<file path="src/rtl/uart_tx_scheduler.sv">
// uart_tx_scheduler
//   Two-requester round-robin scheduler in front of a UART transmitter.
//   One byte is granted at a time. The block pulses tx_start, waits for the
//   transmitter to report busy (bounded by ACK_TIMEOUT), and waits for it to
//   go idle again. It then holds off for GAP_CYCLES before the next grant.
//
// Parameters
//   GAP_CYCLES  : idle cycles between frames (0 skips the gap entirely)
//   ACK_TIMEOUT : cycles allowed in WAIT_BUSY before err_timeout (1-255)
//
// Ports
//   clk, rst               : clock, synchronous active-high reset
//   chN_valid / chN_data   : requester N has a byte pending (held while valid)
//   chN_ready              : byte from requester N accepted this cycle
//   tx_start               : one-cycle launch pulse to the transmitter
//   tx_data                : registered byte for the transmitter
//   tx_busy                : transmitter is sending a frame
//   grant_id               : channel owning the current frame
//   active                 : scheduler is in any state other than IDLE
//   err_timeout            : one-cycle pulse when tx_busy never arrived
module uart_tx_scheduler #(
  parameter int GAP_CYCLES  = 2,
  parameter int ACK_TIMEOUT = 16
) (
  input  logic       clk,
  input  logic       rst,
  input  logic       ch0_valid,
  input  logic [7:0] ch0_data,
  output logic       ch0_ready,
  input  logic       ch1_valid,
  input  logic [7:0] ch1_data,
  output logic       ch1_ready,
  output logic       tx_start,
  output logic [7:0] tx_data,
  input  logic       tx_busy,
  output logic       grant_id,
  output logic       active,
  output logic       err_timeout
);

  localparam logic [7:0]  TO_LAST  = 8'(ACK_TIMEOUT - 1);
  localparam logic [15:0] GAP_LAST = 16'((GAP_CYCLES > 0) ? GAP_CYCLES - 1 : 0);

  typedef enum logic [2:0] {
    S_IDLE,
    S_LAUNCH,
    S_WAIT_BUSY,
    S_WAIT_DONE,
    S_GAP
  } state_t;

  // Where a finished (or timed-out) frame goes; a zero gap returns straight to IDLE.
  localparam state_t AFTER_FRAME = (GAP_CYCLES == 0) ? S_IDLE : S_GAP;

  state_t      state_reg,   state_next;
  logic        ptr_reg,     ptr_next;
  logic [7:0]  tx_data_reg, tx_data_next;
  logic        grant_reg,   grant_next;
  logic [7:0]  to_cnt_reg,  to_cnt_next;
  logic [15:0] gap_cnt_reg, gap_cnt_next;
  logic        err_next;

  logic [1:0] valid_vec;
  logic [1:0] ready_vec;
  logic [7:0] data_arr [2];
  logic       sel;
  logic       in_idle;

  assign valid_vec   = {ch1_valid, ch0_valid};
  assign data_arr[0] = ch0_data;
  assign data_arr[1] = ch1_data;
  assign in_idle     = (state_reg == S_IDLE) && !rst;

  // Pointer breaks ties only; a lone requester wins regardless of it.
  always_comb begin
    sel = ptr_reg;
    if (!(valid_vec[0] && valid_vec[1])) begin
      sel = valid_vec[1];
    end
  end

  // Ready is one-hot by construction: only the selected channel can see it.
  generate
    for (genvar gi = 0; gi < 2; gi++) begin : g_ch
      assign ready_vec[gi] = in_idle && valid_vec[gi] && (sel == 1'(gi));
    end
  endgenerate

  assign ch0_ready = ready_vec[0];
  assign ch1_ready = ready_vec[1];

  always_ff @(posedge clk) begin
    if (rst) begin
      state_reg   <= S_IDLE;
      ptr_reg     <= 1'b0;
      tx_data_reg <= 8'h00;
      grant_reg   <= 1'b0;
      to_cnt_reg  <= 8'd0;
      gap_cnt_reg <= 16'd0;
    end else begin
      state_reg   <= state_next;
      ptr_reg     <= ptr_next;
      tx_data_reg <= tx_data_next;
      grant_reg   <= grant_next;
      to_cnt_reg  <= to_cnt_next;
      gap_cnt_reg <= gap_cnt_next;
    end
  end

  always_comb begin
    state_next   = state_reg;
    ptr_next     = ptr_reg;
    tx_data_next = tx_data_reg;
    grant_next   = grant_reg;
    to_cnt_next  = to_cnt_reg;
    gap_cnt_next = gap_cnt_reg;
    err_next     = 1'b0;

    case (state_reg)
      S_IDLE: begin
        if (|valid_vec) begin
          tx_data_next = data_arr[sel];
          grant_next   = sel;
          ptr_next     = ~sel;
          state_next   = S_LAUNCH;
        end
      end
      S_LAUNCH: begin
        to_cnt_next = 8'd0;
        state_next  = S_WAIT_BUSY;
      end
      S_WAIT_BUSY: begin
        // A late acknowledge on the final allowed cycle still counts.
        if (tx_busy) begin
          state_next = S_WAIT_DONE;
        end else if (to_cnt_reg == TO_LAST) begin
          err_next     = 1'b1;
          gap_cnt_next = 16'd0;
          state_next   = AFTER_FRAME;
        end else begin
          to_cnt_next = to_cnt_reg + 8'd1;
        end
      end
      S_WAIT_DONE: begin
        if (!tx_busy) begin
          gap_cnt_next = 16'd0;
          state_next   = AFTER_FRAME;
        end
      end
      S_GAP: begin
        if (gap_cnt_reg == GAP_LAST) begin
          state_next = S_IDLE;
        end else begin
          gap_cnt_next = gap_cnt_reg + 16'd1;
        end
      end
      default: begin
        state_next = S_IDLE;
      end
    endcase
  end

  assign tx_start    = (state_reg == S_LAUNCH) && !rst;
  assign active      = (state_reg != S_IDLE) && !rst;
  assign err_timeout = err_next && !rst;
  assign tx_data     = tx_data_reg;
  assign grant_id    = grant_reg;

endmodule
</file>
<file path="config.mk">
export PLATFORM = sky130hd
export DESIGN_NAME = uart_tx_scheduler
export DESIGN_NICKNAME = d
export VERILOG_FILES = /design/src/rtl/uart_tx_scheduler.sv
export SDC_FILE = /design/constraint.sdc
export NUM_CORES = 1
export LEC_CHECK = 0
export CAP_MARGIN = 25
export CORE_MARGIN = 2
export CORE_UTILIZATION = 52
export DETAILED_ROUTE_END_ITERATION = 10
export PLACE_DENSITY = 0.77
export SYNTH_ARGS = -nofsm -noshare
export SYNTH_HDL_FRONTEND = slang
export SYNTH_SLANG_ARGS = --single-unit
</file>
<file path="constraint.sdc">
create_clock -name clk -period 2 [get_ports clk]
set_input_delay 0.3 -clock clk [delete_from_list [all_inputs] [get_ports clk]]
set_output_delay 0.3 -clock clk [all_outputs]
set_load 0.1 [all_outputs]
</file>
==> out/metrics.json <==
{
  "ys_dominant_reg_cell": {"value": "dfxtp_1"},
  "floorplan.die.height": {"value": 64.7, "unit": "um"},
  "max_slew_margin": {"value": 53.0, "unit": "%"},
  "period_minus_slack": {"value": 1.94, "unit": "ns"},
  "rows": {"value": 22},
  "core": {"value": 0.00361, "unit": "mm^2"},
  "area.sequential": {"value": 749, "unit": "um^2"},
  "ws_path_type": {"value": "register to output port"},
  "startpoint_type_of_the_worst_setup_path": {"value": "register"},
  "grt_first_pass_wirelength": {"value": 7540, "unit": "um"},
  "clk_transition_reported_paths": {"value": 0.07, "unit": "ns"},
  "stdcell_area": {"value": 0.00256, "unit": "mm^2"},
  "layout.nets": {"value": 290},
  "ys_seq_area_share": {"value": 38.6, "unit": "%"},
  "timing.final.crit_share": {"value": 97.0, "unit": "%"},
  "synthToLayoutAreaGrowth": {"value": 33.3, "unit": "%"},
  "timing.final.max_slew_violations": {"value": 0},
  "hold_path.class": {"value": "register to register"},
  "detail_route.first_pass.iterations": {"value": 5},
  "total_power": {"value": 1.82, "unit": "mW"},
  "drt_wl_total": {"value": 4350, "unit": "um"},
  "synthDistinctLibCells": {"value": 46},
  "ys_ff_latch": {"value": 37},
  "detail-route-antenna-nets": {"value": 0},
  "power.leakage": {"value": 0.895, "unit": "nW"},
  "initial_core_util": {"value": 53.2, "unit": "%"},
  "maxCapViolations": {"value": 0},
  "dp.final_hpwl": {"value": 3170, "unit": "um"},
  "number_of_clock_buffers_inserted_by_tritoncts": {"value": 5},
  "report.final.setup_viol": {"value": 0},
  "synth_fp_nets": {"value": 244},
  "arrival": {"value": 1.64, "unit": "ns"},
  "netlist_area": {"value": 0.00192, "unit": "mm^2"},
  "gp_congestion": {"value": 0.774},
  "holdBufCountCts": {"value": 0},
  "max_stage_delay": {"value": 0.57, "unit": "ns"},
  "worst_r2r_path_depth": {"value": 6},
  "port_buffers": {"value": 34},
  "first_global_vias": {"value": 1731},
  "h-tree-depth": {"value": 2},
  "cts_tree": {"value": "done"},
  "number_of_flip_flops_under_the_largest_register_name": {"value": 16},
  "grt_setup_unrepaired": {"value": "false"},
  "result_of_the_run": {"value": "finished clean"},
  "cts_max_path_buffers": {"value": 2},
  "layout-drive-gt1-share": {"value": 25.5, "unit": "%"},
  "worst_pin_slew": {"value": 0.700, "unit": "ns"},
  "cp.required": {"value": 1.70, "unit": "ns"},
  "drtIter0Drc": {"value": 189},
  "clock_insertion_delay_worst_skew": {"value": 0.30, "unit": "ns"},
  "yosys_warnings": {"value": 0},
  "cts_num_sinks": {"value": 37},
  "placed_area": {"value": 0.00244, "unit": "mm^2"},
  "post_cts_setup_buffer_count": {"value": 0},
  "crit_path_max_fanout": {"value": 4},
  "power.density_cell_area": {"value": 711, "unit": "mW/mm^2"},
  "dieArea": {"value": 0.00419, "unit": "mm^2"},
  "grt.overflow.total": {"value": 0},
  "antenna_found_initial": {"value": 0},
  "groute.usage.overall": {"value": 23.1, "unit": "%"},
  "setup_total_negative_slack": {"value": 0, "unit": "ns"},
  "ctsRootBufferMaster": {"value": "clkbuf_8"},
  "finalHoldViolations": {"value": 0},
  "timing.critical_path.slowest_stage_cell": {"value": "or4_4"},
  "whs_path_depth": {"value": 1},
  "synthCells": {"value": 220},
  "finalClockSkew": {"value": 0.00735, "unit": "ns"},
  "synth_edf_count": {"value": 0},
  "post-route-drc-count": {"value": 0},
  "vdd_ir_drop_max": {"value": 532, "unit": "uV"},
  "fp.dieW": {"value": 64.7, "unit": "um"},
  "multi_input_comb_area": {"value": 0.00115, "unit": "mm^2"},
  "mostFrequentLayoutCells": {"value": "dfxtp_1, nor2_1, buf_4"},
  "cp_cell_sequence": {"value": "or4_4, nor3_4, buf_12"},
  "post_drt_via_cell_ratio": {"value": 5.70},
  "final_cells": {"value": 315},
  "antennaDiodeCount": {"value": 0},
  "post_synth.cell_area_avg": {"value": 8.72, "unit": "um^2"},
  "grt_max_degree": {"value": 18},
  "maxClockFrequency": {"value": 0.515, "unit": "GHz"},
  "dpl_cells": {"value": 307},
  "design.portCount": {"value": 35},
  "fill_cells": {"value": 278},
  "worst_setup_path_end_kind": {"value": "output port"},
  "commonest_non_fill_non_tap_cell_in_the_layout": {"value": "dfxtp_1"},
  "wl_per_cell": {"value": 13.8, "unit": "um"},
  "fraction_of_synthesis_flops_using_an_asynchronous_set_or_reset_pin": {"value": 0, "unit": "%"},
  "vias": {"value": 1795}
}
stage by stage:
step	setup WS (ns)	util, %	hold slack, ns
final	0.0601	70.9	0.506
after detailed placement	-0.0390	67.7	0.491
after CTS	0.00518	70.5	0.509
after global placement	-0.0229	67.7	0.473
after floorplan	-0.121	-	0.453
after global routing	0.00644	70.9	0.530
Yosys cell counts (3+ instances only):
cell type | n | area share, %
dfxtp_1 | 37 | 39
nor2_1 | 28 | 5.5
nand2_1 | 18 | 3.5
nand3_1 | 13 | 3.4
o21ai_0 | 10 | 2.6
a222oi_1 | 8 | 4.2
nor3_1 | 8 | 2.1
o21ai_1 | 8 | 2.1
a21oi_1 | 7 | 1.8
nand2b_1 | 6 | 2.0
nor2b_1 | 6 | 2.0
xnor2_1 | 5 | 2.3
buf_2 | 4 | 1.0
buf_6 | 4 | 2.3
inv_1 | 4 | 0.78
nor4_2 | 4 | 2.6
o31ai_1 | 4 | 1.6
a31oi_1 | 3 | 0.98
and3_1 | 3 | 0.98
clkbuf_1 | 3 | 0.59
ha_1 | 3 | 2.0
or3_1 | 3 | 0.98
worst max-delay path, delay by kind of cell, from the launching register on:
family / cells / cell delay (ns)
simple gates: 2 / 0.80
flops: 1 / 0.35
buf+inv: 1 / 0.20
metal layers:
metal / global-route usage [%] / share of wire, % / vias up / wire length, um
li1: - / - / 900 / -
met3: 6.08 / 4.0 / 10 / 176
met4: 13.6 / 2.5 / 0 / 110
met5: 0 / 0 / - / 0
met1: 27.0 / 44 / 849 / 1910
met2: 37.9 / 50 / 36 / 2160
kinds of logic (layout without fill, tap and decap cells):
group | count (synthesis) | count (layout) | synth area share [%]
xor gates and xnor gates | 6 | 6 | 2.74
AOI/OAI and AO/OA | 54 | 54 | 20.1
adders and majority gates | 3 | 3 | 1.96
muxes | 2 | 2 | 1.04
and+or+nand+nor | 101 | 101 | 30.4
DFF | 37 | 37 | 38.6
buffers and inverters | 17 | 64 | 5.15
what timing repair did:
action,in CTS,in global routing
pin swaps,1,1
resized for setup,7,6
endpoints found under the setup margin,2,2
layout make-up:
| class | instances | share of cell area, % |
|---|---|---|
| well taps | 48 | 2.35 |
| repair buffers | 52 | 19.6 |
| multi-input cells | 166 | 44.9 |
| inverters | 4 | 0.587 |
| flip-flops and latches | 37 | 29.3 |
| clock buffers | 6 | 2.84 |
| clock inverters | 2 | 0.392 |
worst paths after layout:
check / startpoint / endpoint / slack (ns)
setup / recovery: to_cnt_reg[4] / err_timeout / 0.06
hold / removal: state_reg[2] / state_reg[1] / 0.51
setup reg to reg: to_cnt_reg[4] / gap_cnt_reg[5] / 0.12
hold reg to reg: state_reg[2] / state_reg[1] / 0.51
power breakdown:
group	leakage (nW)	internal, mW	total (mW)	switching [mW]
sequential	0.303	0.769	0.800	0.0309
clock	0.0450	0.241	0.512	0.270
combinational	0.547	0.176	0.505	0.330
Power figures use the tool's default switching activity.
